`src/rtl/gpio_int_ctrl_pkg.sv`:
```
// Shared definitions for the GPIO / interrupt controller: bus widths, register
// offsets within the 8-word block, and per-pin mode/polarity encodings.
package gpio_int_ctrl_pkg;

  localparam int XLEN             = 32;
  localparam int MM_REG_ADDR_BITS = 8;

  localparam logic [2:0] GPIO_OUT_OFS   = 3'd0;
  localparam logic [2:0] GPIO_IN_OFS    = 3'd1;
  localparam logic [2:0] INT_EN_OFS     = 3'd2;
  localparam logic [2:0] INT_MODE_OFS   = 3'd3;
  localparam logic [2:0] INT_POL_OFS    = 3'd4;
  localparam logic [2:0] INT_PEND_OFS   = 3'd5;
  localparam logic [2:0] INT_STATUS_OFS = 3'd6;

  typedef enum logic [2:0] {
    REG_GPIO_OUT   = 3'd0,
    REG_GPIO_IN    = 3'd1,
    REG_INT_EN     = 3'd2,
    REG_INT_MODE   = 3'd3,
    REG_INT_POL    = 3'd4,
    REG_INT_PEND   = 3'd5,
    REG_INT_STATUS = 3'd6,
    REG_RSVD       = 3'd7
  } reg_idx_t;

  localparam logic MODE_EDGE       = 1'b1;
  localparam logic POL_ACTIVE_HIGH = 1'b1;

  function automatic logic [XLEN-1:0] lane_mask(input logic [XLEN/8-1:0] sel);
    logic [XLEN-1:0] m;
    m = '0;
    for (int i = 0; i < XLEN / 8; i++) begin
      m[8*i +: 8] = {8{sel[i]}};
    end
    return m;
  endfunction

endpackage

```
`src/rtl/gpio_int_ctrl_sync_edge_detect.sv`:
```
// Multi-flop input synchroniser with a one-cycle history flop; exposes the
// synchronised level and its rising/falling transitions.
module sync_edge_detect
  import gpio_int_ctrl_pkg::*;
#(
  parameter int WIDTH  = 8,
  parameter int STAGES = 2
) (
  input  logic             clk,
  input  logic             reset,
  input  logic [WIDTH-1:0] i_in,
  output logic [WIDTH-1:0] o_in_s,
  output logic [WIDTH-1:0] o_rise,
  output logic [WIDTH-1:0] o_fall
);

  logic [WIDTH-1:0] r_sync [STAGES];
  logic [WIDTH-1:0] r_in_d;

  always_ff @(posedge clk or posedge reset) begin
    if (reset) begin
      for (int s = 0; s < STAGES; s++) r_sync[s] <= '0;
      r_in_d <= '0;
    end else begin
      r_sync[0] <= i_in;
      for (int s = 1; s < STAGES; s++) r_sync[s] <= r_sync[s-1];
      r_in_d <= r_sync[STAGES-1];
    end
  end

  assign o_in_s = r_sync[STAGES-1];
  assign o_rise = r_sync[STAGES-1] & ~r_in_d;
  assign o_fall = ~r_sync[STAGES-1] & r_in_d;

endmodule

```
`src/rtl/gpio_int_ctrl.sv`:
```
// Memory-mapped GPIO block with per-pin edge/level interrupts, W1C pending
// latches and a registered aggregate interrupt line.
module gpio_int_ctrl
  import gpio_int_ctrl_pkg::*;
#(
  parameter int          NUM_GPIOS     = 32,
  parameter int          SYNC_STAGES   = 2,
  parameter int          REG_ADDR_BITS = MM_REG_ADDR_BITS,
  parameter int unsigned BASE_ADDR     = 0
) (
  input  logic                     clk,
  input  logic                     reset,
  input  logic                     WB_RD_STB_I,
  input  logic [REG_ADDR_BITS-1:0] WB_RD_ADR_I,
  output logic [XLEN-1:0]          WB_RD_DAT_O,
  output logic                     WB_RD_ACK_O,
  input  logic                     WB_WR_STB_I,
  input  logic                     WB_WR_WE_I,
  input  logic [XLEN/8-1:0]        WB_WR_SEL_I,
  input  logic [REG_ADDR_BITS-1:0] WB_WR_ADR_I,
  input  logic [XLEN-1:0]          WB_WR_DAT_I,
  output logic                     WB_WR_ACK_O,
  input  logic [NUM_GPIOS-1:0]     gpio_in,
  output logic [NUM_GPIOS-1:0]     gpio_out,
  output logic                     int_gen
);

  localparam logic [REG_ADDR_BITS-1:0] BASE_A = REG_ADDR_BITS'(BASE_ADDR);

  logic [NUM_GPIOS-1:0] r_out, r_en, r_mode, r_pol, r_pend;
  logic                 r_int_gen, r_wr_ack, r_rd_ack;
  logic [XLEN-1:0]      r_rd_dat;

  logic [NUM_GPIOS-1:0] w_in_s, w_rise, w_fall, w_evt, w_w1c;
  logic [NUM_GPIOS-1:0] w_lane, w_wdat;
  logic [XLEN-1:0]      w_lane_x, w_rd_val;
  logic                 w_wr_en, w_wr_hit, w_rd_match;
  reg_idx_t             w_wr_idx;

  function automatic logic [NUM_GPIOS-1:0] f_merge(input logic [NUM_GPIOS-1:0] old_v,
                                                   input logic [NUM_GPIOS-1:0] new_v,
                                                   input logic [NUM_GPIOS-1:0] mask);
    return (old_v & ~mask) | (new_v & mask);
  endfunction

  sync_edge_detect #(
    .WIDTH  (NUM_GPIOS),
    .STAGES (SYNC_STAGES)
  ) u_sync (
    .clk    (clk),
    .reset  (reset),
    .i_in   (gpio_in),
    .o_in_s (w_in_s),
    .o_rise (w_rise),
    .o_fall (w_fall)
  );

  assign w_wr_en    = WB_WR_STB_I & WB_WR_WE_I;
  assign w_wr_hit   = w_wr_en &&
                      (WB_WR_ADR_I[REG_ADDR_BITS-1:3] == BASE_A[REG_ADDR_BITS-1:3]);
  assign w_rd_match = (WB_RD_ADR_I[REG_ADDR_BITS-1:3] == BASE_A[REG_ADDR_BITS-1:3]);
  assign w_wr_idx   = reg_idx_t'(WB_WR_ADR_I[2:0]);
  assign w_lane_x   = lane_mask(WB_WR_SEL_I);
  assign w_lane     = w_lane_x[NUM_GPIOS-1:0];
  assign w_wdat     = WB_WR_DAT_I[NUM_GPIOS-1:0];
  assign w_w1c      = (w_wr_hit && w_wr_idx == REG_INT_PEND) ? (w_wdat & w_lane) : '0;

  // Edge/level qualification works off the raw synchronised signals, so
  // rewriting mode or polarity cannot manufacture an edge.
  always_comb begin
    w_evt = '0;
    for (int i = 0; i < NUM_GPIOS; i++) begin
      if (r_mode[i] == MODE_EDGE)
        w_evt[i] = (r_pol[i] == POL_ACTIVE_HIGH) ? w_rise[i] : w_fall[i];
      else
        w_evt[i] = (r_pol[i] == POL_ACTIVE_HIGH) ? w_in_s[i] : ~w_in_s[i];
    end
  end

  always_comb begin
    w_rd_val = '0;
    if (w_rd_match) begin
      case (WB_RD_ADR_I[2:0])
        GPIO_OUT_OFS:   w_rd_val = XLEN'(r_out);
        GPIO_IN_OFS:    w_rd_val = XLEN'(w_in_s);
        INT_EN_OFS:     w_rd_val = XLEN'(r_en);
        INT_MODE_OFS:   w_rd_val = XLEN'(r_mode);
        INT_POL_OFS:    w_rd_val = XLEN'(r_pol);
        INT_PEND_OFS:   w_rd_val = XLEN'(r_pend);
        INT_STATUS_OFS: w_rd_val = XLEN'(r_pend & r_en);
        default:        w_rd_val = '0;
      endcase
    end
  end

  always_ff @(posedge clk or posedge reset) begin
    if (reset) begin
      r_out     <= '0;
      r_en      <= '0;
      r_mode    <= '0;
      r_pol     <= '0;
      r_pend    <= '0;
      r_int_gen <= 1'b0;
      r_wr_ack  <= 1'b0;
      r_rd_ack  <= 1'b0;
      r_rd_dat  <= '0;
    end else begin
      r_wr_ack <= w_wr_en;
      r_rd_ack <= WB_RD_STB_I;
      if (WB_RD_STB_I) r_rd_dat <= w_rd_val;
      if (w_wr_hit && w_wr_idx == REG_GPIO_OUT) r_out  <= f_merge(r_out,  w_wdat, w_lane);
      if (w_wr_hit && w_wr_idx == REG_INT_EN)   r_en   <= f_merge(r_en,   w_wdat, w_lane);
      if (w_wr_hit && w_wr_idx == REG_INT_MODE) r_mode <= f_merge(r_mode, w_wdat, w_lane);
      if (w_wr_hit && w_wr_idx == REG_INT_POL)  r_pol  <= f_merge(r_pol,  w_wdat, w_lane);
      // New events are ORed in after the clear so a same-cycle set survives.
      r_pend    <= (r_pend & ~w_w1c) | w_evt;
      r_int_gen <= |(r_pend & r_en);
    end
  end

  assign WB_RD_DAT_O = r_rd_dat;
  assign WB_RD_ACK_O = r_rd_ack;
  assign WB_WR_ACK_O = r_wr_ack;
  assign gpio_out    = r_out;
  assign int_gen     = r_int_gen;

endmodule
```
`config.mk`:
```
export PLATFORM = sky130hd
export DESIGN_NAME = gpio_int_ctrl
export DESIGN_NICKNAME = d
export VERILOG_FILES = /design/src/rtl/gpio_int_ctrl_pkg.sv /design/src/rtl/gpio_int_ctrl_sync_edge_detect.sv /design/src/rtl/gpio_int_ctrl.sv
export SDC_FILE = /design/constraint.sdc
export NUM_CORES = 1
export LEC_CHECK = 0
export ABC_AREA = 1
export BUFFER_PORTS_ARGS = -buffer_cell sky130_fd_sc_hd__buf_2
export CELL_PAD_IN_SITES_DETAIL_PLACEMENT = 0
export CELL_PAD_IN_SITES_GLOBAL_PLACEMENT = 1
export CORE_ASPECT_RATIO = 1.4
export CORE_UTILIZATION = 47
export CTS_CLUSTER_DIAMETER = 50
export DETAILED_ROUTE_END_ITERATION = 7
export GPL_ROUTABILITY_DRIVEN = 0
export PLACE_DENSITY_LB_ADDON = 0.12
export REMOVE_ABC_BUFFERS = 1
export SKIP_LAST_GASP = 1
export SLEW_MARGIN = 0
export SYNTH_ARGS = -nofsm -noshare
export SYNTH_HDL_FRONTEND = slang
export SYNTH_SLANG_ARGS = --single-unit
```
`constraint.sdc`:
```
create_clock -name clk -period 17.9 [get_ports clk]
set_clock_uncertainty 0.15 [all_clocks]
set_input_delay 0 -clock clk [delete_from_list [all_inputs] [get_ports clk]]
set_output_delay 0 -clock clk [all_outputs]
set_load 0.1 [all_outputs]
```
==> impl_metrics.csv <==
group,metric,value,unit
setup_path,crit_arrival,3.55,ns
synth,syn_area_per_cell,7.82,µm²
setup_path,worst-r2r-cell-count,9,
floorplanning,die_w,149,µm
layout,area_growth,23.4,%
synth,syn_inst,1813,
route,ant_nets,0,
synth,seq_area_frac_synth,51.3,%
setup_path,path_class,"input port to flip-flop",
setup_path,cpMostUsedCell,"buf_4",
setup_path,crit_fanout,66,
clocking,post_cts_buffers,0,
floorplanning,dieArea,0.0309,mm²
timing,rsz0062_at_grt,"false",
floorplanning,start_util,48.2,%
route,drt_iter0_markers,955,
clocking,cts_buffers,35,
setup_path,crit_chain,"dlygate4sd3_1 > buf_2 > nand2_1 > nor2_4 > buf_4 > buf_4 > buf_4 > nand4_1 > dlygate4sd3_1 > nand2_1",
clocking,cts_hold_buf,118,
setup_path,critPathRequiredTime,18.21,ns
layout,drive_gt1_share,12.6,%
setup_path,worstReg2RegEnd,"WB_RD_DAT_O[25]$_DFFE_PP0P_",
clocking,cts_resized,0,
clocking,clockRootBuffer,"clkbuf_16",
global_routing,antenna_found_initial,0,
layout,final_common_cell,"nand2_1",
flow_run,maxCapViolCount,0,
synth,synthArstFlopShare,100,%
min_path,min_path_cells,2,
timing,fmax,0.308,GHz
outcome,outcome,"completed",
clocking,clock_path_buffers,3,
route,wl_per_cell,18.4,µm
global_routing,grt_pass1_wl,72.8,mm
place,dpl.hpwl,24.7,mm
layout,nets,2121,
synth,syn_area,0.0142,mm²
pwr,ir_worst_vdd,0.0619,mV
timing,slew_viol_final,0,
synth,synth_cell_types,21,
route,drcViolationCount,0,
min_path,hold_path.class,"input port to flip-flop",
timing,min_period,3.24,ns
route,via_count,13400,
clocking,clk_latency,0.53,ns
pwr,leakagePower,9.50,nW
floorplanning,rows,74,
synth,synth-seq-cells,291,
timing,fin_setup_tns,0,ns
setup_path,worstSetupStartpointType,"input port",
setup_path,cpMaxStageDelayCell,"buf_4",
layout,fin_util,59.4,%
floorplanning,core_area,0.0294,mm²
floorplanning,die_h,208,µm
synth,ys.flop_type,"dfrtp_1",
setup_path,rrSetupSlack,16.08,ns
pwr,p_per_area,90.3,mW/mm²
route,postRouteWirelength,44.9,mm
clocking,cts_htree_levels,2,
timing,max_slew_margin,28.1,%
setup_path,slowest_delay,0.63,ns
layout,num-fill-cells,2727,
route,vias_per_cell,5.52,
timing,setup_viol,0,
global_routing,overflow,0,
floorplanning,ioPinCount,156,
timing,worstMarginPinSlew,1.08,ns
setup_path,r2r_start,"r_pend[25]$_DFF_PP0_",
setup_path,crit_start,"WB_WR_WE_I",
global_routing,grt_pass1_vias,13400,
synth,yosysWarningCount,0,
layout,mostFrequentLayoutCells,"nand2_1, dfrtp_1, nand4_1",
global_routing,grt_use_total,30.1,%
synth,synth_edf_count,0,
setup_path,endpoint_kind,"flip-flop",
route,dr.pass1.iters,5,
timing,finalCritPeriodShare,18.1,%
clocking,clkSinkCount,291,
clocking,cts_tree,"done",
global_routing,grt_max_degree,109,
place,port_buffers,155,
layout,diodes,0,
clocking,cts.clk_slew.worst_paths,0.06,ns
timing,hold_viol,0,
min_path,hold_path_startpoint,"WB_RD_STB_I",
-- layer usage --
metal / track usage (%) / part of all wire (%)
met2: 52.3 / 50
met5: 0 / 0
met3: 3.58 / 5.8
met4: 9.99 / 2.7
met1: 38.5 / 41
-- kinds of logic after synthesis --
kind of cell / after synthesis / share of synthesized area, %
compound gates: 32 / 1.69
simple gates: 1202 / 38.5
buf+inv: 288 / 8.45
flops: 291 / 51.3
-- cell type report --
type / count / area (µm²) / area share (%)
Clock buffer: 46 / 980 / 5.60
Clock inverter: 14 / 216 / 1.24
Inverter: 172 / 657 / 3.76
Multi-Input combinational cell: 1234 / 5730 / 32.7
Sequential cell: 291 / 7280 / 41.6
Tap cell: 380 / 475 / 2.72
Timing Repair Buffer: 298 / 2160 / 12.3
-- power breakdown --
part | switching (W) | internal [W]
Combinational | 0.000103 | 0.0000408
Clock | 0.000289 | 0.000460
Sequential | 0.0000126 | 0.000675
-- worst min-delay path by stage --
stage          slack (ns)                     endpoint
2_1_floorplan       -0.12        WB_RD_ACK_O$_DFF_PP0_
3_3_place_gp        -0.04  u_sync.r_sync[46]$_DFF_PP0_
3_5_place_dp        -0.04  u_sync.r_sync[54]$_DFF_PP0_
4_1_cts             0.004                    flip-flop
5_1_grt              0.01        WB_RD_ACK_O$_DFF_PP0_
6_report             0.02        WB_RD_ACK_O$_DFF_PP0_
-- cell usage after synthesis (11+ instances only) --
cell,count,share of area (%)
nor2_1,136,3.6
o31ai_1,32,1.7
nand3_2,11,0.78
nand4_1,255,11
clkbuf_1,45,1.2
nand2_1,646,17
nand3_1,146,5.2
inv_1,168,4.4
buf_2,51,1.8
dfrtp_1,291,51
buf_1,13,0.34
-- per-stage QoR --
stage | std cells | power [W] | cell area (µm²) | setup slack [ns] | hold WS [ns]
finish | 2435 | 0.00158 | 17500 | 14.66 | 0.0175
global route | 2435 | 0.00163 | 17500 | 14.44 | 0.0112
CTS | 2435 | 0.00159 | 17500 | 14.75 | 0.00382
detailed placement | 2257 | 0.000824 | 15100 | 14.57 | -0.0407
global placement | 2257 | 0.000823 | 15100 | 14.60 | -0.0426
floorplan | 1697 | 0.000759 | 13600 | 9.72 | -0.119
-- worst max-delay path: cells and delay by family --
| family | cells | cell delay [ns] |
|---|---|---|
| AND/OR/NAND/NOR | 4 | 0.41 |
| buffers and inverters | 6 | 3.06 |
(Power assumes the default switching activity.)
